==> config.mk <==
export PLATFORM = sky130hd
export DESIGN_NAME = sample_issuer
export DESIGN_NICKNAME = d
export VERILOG_FILES = /design/src/rtl/sample_issuer.sv
export SDC_FILE = /design/constraint.sdc
export NUM_CORES = 1
export LEC_CHECK = 0
export CORE_MARGIN = 2
export CORE_UTILIZATION = 30
export DETAILED_ROUTE_END_ITERATION = 6
export GPL_ROUTABILITY_DRIVEN = 0
export HOLD_SLACK_MARGIN = 0.15
export MAX_ROUTING_LAYER = met4
export PLACE_DENSITY_LB_ADDON = 0.2
export SYNTH_ARGS = -nofsm -noshare
export SYNTH_HDL_FRONTEND = slang
export SYNTH_SLANG_ARGS = --single-unit
==> constraint.sdc <==
create_clock -name clk -period 4.5 [get_ports clk]
set_input_delay 1.35 -clock clk [delete_from_list [all_inputs] [get_ports clk]]
set_output_delay 1.35 -clock clk [all_outputs]
set_load 0.01 [all_outputs]
==> src/rtl/sample_issuer.sv <==
// Batch sequencer: pulls a programmed number of samples from an upstream
// valid/ready source and issues them one at a time through a registered output stage.
module sample_issuer #(
    parameter int DATA_W = 16,
    parameter int CNT_W  = 10
) (
    input  logic              clk,
    input  logic              rst,
    input  logic              start,
    input  logic [CNT_W-1:0]  batch_len,
    input  logic              clear,
    input  logic [DATA_W-1:0] src_data,
    input  logic              src_valid,
    output logic              src_ready,
    output logic [DATA_W-1:0] out_data,
    output logic              out_valid,
    input  logic              out_ready,
    output logic [CNT_W-1:0]  remaining,
    output logic              busy,
    output logic              batch_done,
    output logic              err
);

    typedef enum logic {
        IDLE  = 1'b0,
        ISSUE = 1'b1
    } state_t;

    state_t            r_state;
    state_t            w_state_nxt;
    logic [CNT_W-1:0]  r_to_issue;
    logic [CNT_W-1:0]  w_to_issue_nxt;
    logic [CNT_W-1:0]  r_remaining;
    logic [CNT_W-1:0]  w_remaining_nxt;
    logic [DATA_W-1:0] r_out_data;
    logic [DATA_W-1:0] w_out_data_nxt;
    logic              r_out_valid;
    logic              w_out_valid_nxt;
    logic              r_batch_done;
    logic              w_batch_done_nxt;
    logic              r_err;
    logic              w_err_nxt;
    logic              w_src_hs;
    logic              w_out_hs;

    assign src_ready  = (r_state == ISSUE) && (r_to_issue != '0) && (!r_out_valid || out_ready);
    assign w_src_hs   = src_valid && src_ready;
    assign w_out_hs   = r_out_valid && out_ready;

    assign out_data   = r_out_data;
    assign out_valid  = r_out_valid;
    assign remaining  = r_remaining;
    assign busy       = (r_state == ISSUE);
    assign batch_done = r_batch_done;
    assign err        = r_err;

    always_comb begin
        w_state_nxt      = r_state;
        w_to_issue_nxt   = r_to_issue;
        w_remaining_nxt  = r_remaining;
        w_out_data_nxt   = r_out_data;
        w_out_valid_nxt  = r_out_valid;
        w_batch_done_nxt = 1'b0;
        w_err_nxt        = 1'b0;

        if (clear) begin
            // Abort keeps out_data; only the batch bookkeeping is dropped.
            w_state_nxt     = IDLE;
            w_to_issue_nxt  = '0;
            w_remaining_nxt = '0;
            w_out_valid_nxt = 1'b0;
        end else begin
            case (r_state)
                IDLE: begin
                    if (start) begin
                        if (batch_len != '0) begin
                            w_state_nxt     = ISSUE;
                            w_to_issue_nxt  = batch_len;
                            w_remaining_nxt = batch_len;
                        end else begin
                            w_err_nxt = 1'b1;
                        end
                    end
                end
                ISSUE: begin
                    if (w_src_hs) begin
                        w_out_data_nxt  = src_data;
                        w_out_valid_nxt = 1'b1;
                        w_to_issue_nxt  = r_to_issue - CNT_W'(1);
                    end else if (w_out_hs) begin
                        w_out_valid_nxt = 1'b0;
                    end
                    if (w_out_hs && (r_remaining != '0)) begin
                        w_remaining_nxt = r_remaining - CNT_W'(1);
                        if (r_remaining == CNT_W'(1)) begin
                            w_state_nxt      = IDLE;
                            w_out_valid_nxt  = 1'b0;
                            w_batch_done_nxt = 1'b1;
                        end
                    end
                end
                default: w_state_nxt = IDLE;
            endcase
        end
    end

    always_ff @(posedge clk) begin
        if (rst) begin
            r_state      <= IDLE;
            r_to_issue   <= '0;
            r_remaining  <= '0;
            r_out_data   <= '0;
            r_out_valid  <= 1'b0;
            r_batch_done <= 1'b0;
            r_err        <= 1'b0;
        end else begin
            r_state      <= w_state_nxt;
            r_to_issue   <= w_to_issue_nxt;
            r_remaining  <= w_remaining_nxt;
            r_out_data   <= w_out_data_nxt;
            r_out_valid  <= w_out_valid_nxt;
            r_batch_done <= w_batch_done_nxt;
            r_err        <= w_err_nxt;
        end
    end

endmodule

==> key figures, run 1 <==
Status
  – Status: finished, final reports clean

Worst setup path
  – CP Capture Type: output pin
  – CP max-delay cell: clkdlybuf4s50_1
  – Worst path max stage delay: approximately 530 ps
  – Worst Path Class, Setup: input port to output pin
  – Worst reg2reg startpoint: r_to_issue[0]
  – Reg2Reg Depth: 7
  – Crit-path max FO: 4
  – Critical-path cell list: clkdlybuf4s50_1 > and2b_1 > a41oi_4 > and2_2 > clkdlybuf4s50_1
  – Critical R2R Capture: out_data[6]
  – CP most frequent cell: clkdlybuf4s50_1
  – Startpoint Class: input port
  – CP arrival: about 3000 ps
  – R2R setup slack: between 2000 and 2500 ps
  – CP required: 3150 ps

Clock tree
  – Clock Path Buffers: 2
  – Root Buffer: clkbuf_8
  – Post-CTS setup buffer count: 0
  – Post-CTS Hold Fix Bufs: 0
  – CTS Buf Count: 5
  – # resized after CTS: 0
  – CTS clk-pin slew, worst paths: 80 ps
  – Clock sink count: 40
  – CTS tree: yes
  – H-tree depth: 2
  – Skew-Pair Late Insertion Delay: ~300 ps

Global routing
  – GRT Residual Overflow: 0
  – Vias in the first global route: 1,762
  – Global-route wire length before repair: approximately 9000 um
  – Largest net degree at the start of global routing: 36
  – Initial antenna violation count: 0
  – Total track usage: 15.4%

Floorplan
  – Row count: 31
  – Die area: 7960 sq um
  – Starting Density: between 30% and 40%
  – IO Pins: 63
  – Core area: ~7000 sq um
  – Die X-Extent: about 89 um
  – Die height: 89.2 um

Timing
  – Post-layout minimum cycle time: 4300 ps
  – Slew Limit Fails: 0
  – Relative slew slack: roughly 36%
  – Final setup viols: 0
  – Unrepaired setup endpoints after global routing: no
  – TNS Setup: 0 ps
  – Max Clk Rate: roughly 230 MHz
  – Worst-margin pin slew: roughly 950 ps
  – Period utilisation layout: a little over nine tenths
  – Final worst setup slack: 200 ps
  – Fin. Hold Viols: 0
  – Worst clock skew: 6.75 ps

Synth
  – Register area share after synthesis: between 30% and 40%
  – Mapped cell area: ~2200 sq um
  – Gate Count Post-Synth: 240
  – Cell taking the most area after synthesis: dfxtp_1
  – Post-synth top area share: 36.8%
  – Ys async rst share: 0%
  – Ys Warns: 0
  – Post-synth EDFFs: 0
  – Top FF cell, synth: dfxtp_1
  – Post-Syn Nets: ~280
  – Number of synthesized register bits: 40
  – Most frequent cell after synthesis: dfxtp_1
  – Avg Inst Size Synth: ~9.1 sq um
  – Post-synth top cells: dfxtp_1 (40), nor2_1 (34), a21oi_1 (22), mux2i_1 (17), nand2_1 (15)
  – Area contributors post-synth: dfxtp_1 (37%), mux2i_1 (7.8%), nor2_1 (5.9%)
  – Yosys cell types: 56

Layout
  – Syn-to-layout area delta: 36.3%
  – Post-layout util: between 40% and 50%
  – Layout cells sized above 1: between 10% and 20%
  – Antenna cells: 0
  – Fillers: 750
  – Design area: 2970 sq um
  – Final nets: around 340

Hold path
  – Hold EP: out_data[11]
  – Hold Startpoint: out_data[11]
  – HP Class: flop to flop
  – Hold Path Cell Cnt: 2

Placed design
  – Hpwl dp: around 4200 um
  – Port buffer count: just over 60
  – Pre-CTS setup slack: 191 ps
  – Cell Area, Placed: 2850 sq um

Detailed routing
  – Initial DRC Count: around 120
  – DR pass1 iterations: 5
  – Vias/cell: 5.01
  – Post-route ant nets: 0
  – Total vias in the final route: ~2,000
  – WL/cell: 14.5 um
  – DRT Wirelength: 5800 um
  – DRC Markers: 0

Power
  – Maximum vdd drop: roughly 0.11 mV
  – PD cells: 284 nW/um^2
  – Leak Pwr: roughly 1.2 nW

Flow run
  – MaxCap Viol Count: 0
-- how the worst max path moves through the flow --
stage | startpoint | endpoint | slack [ps]
global placement | out_ready | src_ready | 200
finish | out_ready | src_ready | 200
CTS | out_ready | src_ready | 180
detailed placement | out_ready | src_ready | 190
floorplan | out_ready | src_ready | 1160
global route | out_ready | src_ready | 120
-- report_power, final --
group | internal [W] | switching, W
Sequential | 0.000363 | 0.0000116
Clock | 0.000167 | 0.000139
Combinational | 0.0000782 | 0.0000837
-- routing by layer --
layer / vias up / track usage, % / part of all wire [%] / routed length [um]
met5: - / - / 0 / 0
met2: 56 / 24.2 / 50 / 2900
met4: 0 / 5.29 / 1.4 / 81
li1: 1005 / - / - / -
met3: 7 / 3.79 / 5.2 / 301
met1: 929 / 19.2 / 43 / 2520
-- state kept, by name (all words and copies together) (netlist names) --
signal	count
r_to_issue	10
err	1
busy	1
remaining	10
out_valid	1
batch_done	1
out_data	16
-- cell type report --
cell class              count  area [sq um]  area share, %
flip-flops and latches     40           801           27.0
clock inverters             3          46.3           1.56
clock buffers               5          68.8           2.32
repair buffers             66           651           21.9
inverters                   5          18.8          0.632
well taps                  99           124           4.17
multi-input cells         181          1260           42.4
-- logic make-up (layout without fill, tap and decap cells) --
family	after synthesis	in the layout	synth area share (%)
flip-flops	40	40	36.8
multiplexers	17	17	7.81
buffers and inverters	19	79	5.40
AO/OA/AOI/OAI	70	70	23.9
adder cells (fa/ha/maj)	5	5	2.87
AND/OR/NAND/NOR	89	89	23.3
-- worst max-delay path, delay by kind of cell --
kind | cells | cell delay [ps]
AO/OA/AOI/OAI | 1 | 170
buffers and inverters | 2 | 1060
AND/OR/NAND/NOR | 2 | 380
-- placed cells by master (no fill, tap or decap), drive strengths merged, types with 2 or more instances in the layout --
master          n
dfxtp          40
a31o            2
nor3            8
nor2b           6
ha              5
nor4            7
clkbuf          5
a21oi          22
o32ai           4
o211ai          4
clkdlybuf4s50  62
nand3           3
nand2          15
nor2           35
a211oi          3
a31oi           7
o31ai           4
inv             5
mux2i          17
nand4b          3
o21ai          12
buf             4
a41oi           5
nand2b          2
-- metrics by stage --
step / hold slack, ps / power (W) / cells
floorplan: 472 / 0.000479 / 240
global placement: 475 / 0.000545 / 391
detailed placement: 488 / 0.000545 / 391
CTS: 507 / 0.000859 / 399
global route: 532 / 0.000887 / 399
finish: 501 / 0.000843 / 399
Note: power is estimated with default switching activity, not from simulation.
==> run 2: changes to the inputs <==
--- a/config.mk
+++ b/config.mk
@@ -8,6 +8,7 @@
 export CORE_MARGIN = 2
 export CORE_UTILIZATION = 30
 export DETAILED_ROUTE_END_ITERATION = 6
+export DONT_BUFFER_PORTS = 1
 export GPL_ROUTABILITY_DRIVEN = 0
 export HOLD_SLACK_MARGIN = 0.15
 export MAX_ROUTING_LAYER = met4
==> run 2 against run 1 <==
Compared with the run above:
- sequential power rose by 1%
- largest cell class unchanged
- global-route usage fell by 1.4 points
- sequential share of layout area rose by 7.3 points
==> key figures, run 2 (synthesis results as in run 1) <==
Layout
  – Commonest cells after routing, fill and taps aside: dfxtp_1 (40), nor2_1 (34), a21oi_1 (22)
  – Antenna cells: 0
  – Post-layout util: between 30% and 40%
  – Layout cells sized above 1: between 10% and 20%
  – Max reg flops: 16
  – Most common cell after layout, fill and taps aside: dfxtp_1
  – Fillers: slightly below 800
  – Final nets: between 200 and 300
  – Design area: around 2300 sq um
  – Syn-to-layout area delta: 7.12%

Timing
  – TNS Setup: 0 ps
  – Final setup viols: 0
  – Max Clk Rate: 295 MHz
  – Worst hold margin: ~500 ps
  – Relative slew slack: a little over a third
  – Fin. Hold Viols: 0
  – Worst-margin pin slew: 953 ps
  – Slew Limit Fails: 0
  – Unrepaired setup endpoints after global routing: no
  – Worst clock skew: 5.55 ps
  – Period utilisation layout: 75.2%
  – Post-layout minimum cycle time: approximately 3400 ps

Power
  – Clock power share: between 30% and 40%
  – Int Power: between 0.0005 and 0.0006 W
  – Sw Pwr: 0.000224 W
  – Combinational Power Share: between 10 and 15%
  – PD cells: 342 nW/um^2
  – Sw Ratio: between 20% and 30%
  – Leak Pwr: a little over 0.9 nW
  – Maximum vdd drop: about 0.13 mV
  – Sequential power share: 47.6%

Floorplan
  – Die height: a little under 90 um
  – Core area: ~7100 sq um
  – Die X-Extent: between 80 and 90 um
  – Row count: 31
  – IO Pins: 63
  – Starting Density: roughly 31%
  – Die area: 7960 sq um

Clock tree
  – Root Buffer: clkbuf_8
  – Skew-Pair Late Insertion Delay: roughly 300 ps
  – Clock Path Buffers: 2
  – CTS tree: yes
  – H-tree depth: 2
  – # resized after CTS: 0
  – Clock sink count: 40
  – Post-CTS Hold Fix Bufs: 0
  – CTS Buf Count: 5
  – Post-CTS setup buffer count: 0
  – CTS clk-pin slew, worst paths: approximately 80 ps

Detailed routing
  – DRC Markers: 0
  – Vias/cell: about 5.3
  – WL/cell: 16.2 um
  – Initial DRC Count: 88
  – Total vias in the final route: about 1,800
  – DR pass1 iterations: 4
  – Post-route ant nets: 0
  – DRT Wirelength: 5440 um

Global routing
  – GRT Residual Overflow: 0
  – Largest net degree at the start of global routing: 27
  – Initial antenna violation count: 0
  – Total track usage: ~14%
  – Vias in the first global route: about 1,600
  – Global-route wire length before repair: 8220 um

Worst setup path
  – Crit-path max FO: 5
  – Critical-path cell list: and2b_1 > a41oi_4 > and2_2
  – CP max-delay cell: a41oi_4
  – Worst path max stage delay: roughly 280 ps
  – CP arrival: just over 2000 ps
  – CP bufs+invs: 0
  – Critical Path Start: out_ready
  – Startpoint Class: input port
  – CP Capture Type: output pin
  – Worst reg2reg startpoint: busy
  – Worst Path Class, Setup: input port to output pin
  – Crit-path leading delay family: simple AND/OR/NAND/NOR gates
  – CP required: 3150 ps

Hold path
  – HP Class: flop to flop
  – Hold Startpoint: r_to_issue[9]

Placed design
  – Hpwl dp: between 3000 and 4000 um
  – Port buffer count: 0
  – Cell Area, Placed: 2220 sq um

Flow run
  – MaxCap Viol Count: 0

Status
  – Status: finished, final reports clean
[run 2: cell types whose count changed in the layout (fill, tap and decap cells not counted)]
cell             delta
clkdlybuf4s50_1    -62
buf_4               -2
[run 2: power groups by stage]
stage          sequential [W]  combinational (W)  clock [W]
3_3_place_gp         0.000388           0.000110          0
6_report             0.000380           0.000109   0.000308
2_1_floorplan        0.000384          0.0000942          0
5_1_grt              0.000381           0.000121   0.000335
3_5_place_dp         0.000388           0.000109          0
4_1_cts              0.000380           0.000110   0.000318
[run 2: metal layers]
| layer | GRT usage, % | wire length, um | vias up |
|---|---|---|---|
| met5 | - | 0 | - |
| met4 | 3.12 | 41 | 0 |
| met3 | 4.52 | 339 | 5 |
| met2 | 22.6 | 2730 | 45 |
| met1 | 16.8 | 2330 | 834 |
| li1 | - | - | 881 |
[run 2: layout make-up]
cell class / instances / area, sq um / share of cell area [%]
flip-flops and latches: 40 / 801 / 34.3
repair buffers: 2 / 15.0 / 0.643
clock inverters: 3 / 46.3 / 1.98
inverters: 5 / 18.8 / 0.804
clock buffers: 5 / 68.8 / 2.95
multi-input cells: 181 / 1260 / 54.0
well taps: 99 / 124 / 5.31
[run 2: per-stage QoR]
stage	std cells	power [W]	setup WS (ps)
3_3_place_gp	327	0.000497	1130
6_report	335	0.000797	1110
4_1_cts	335	0.000808	1110
5_1_grt	335	0.000838	1080
3_5_place_dp	327	0.000497	1110
2_1_floorplan	240	0.000479	1160
[run 2: worst paths after layout]
kind | end | slack [ps] | cells past startpoint
worst min-delay path | r_to_issue[9] | 500 | 2
worst max-delay path | src_ready | 1110 | 3
worst max register to register | r_to_issue[9] | 2040 | 5
worst min register to register | r_to_issue[9] | 500 | 2
[run 2: worst register-to-register path, cell delays in order (launching register included)]
cell      delay, ps
dfxtp_1         620
buf_4           370
clkinv_1        550
nor2_1          440
a32oi_1         160
o32ai_1         230
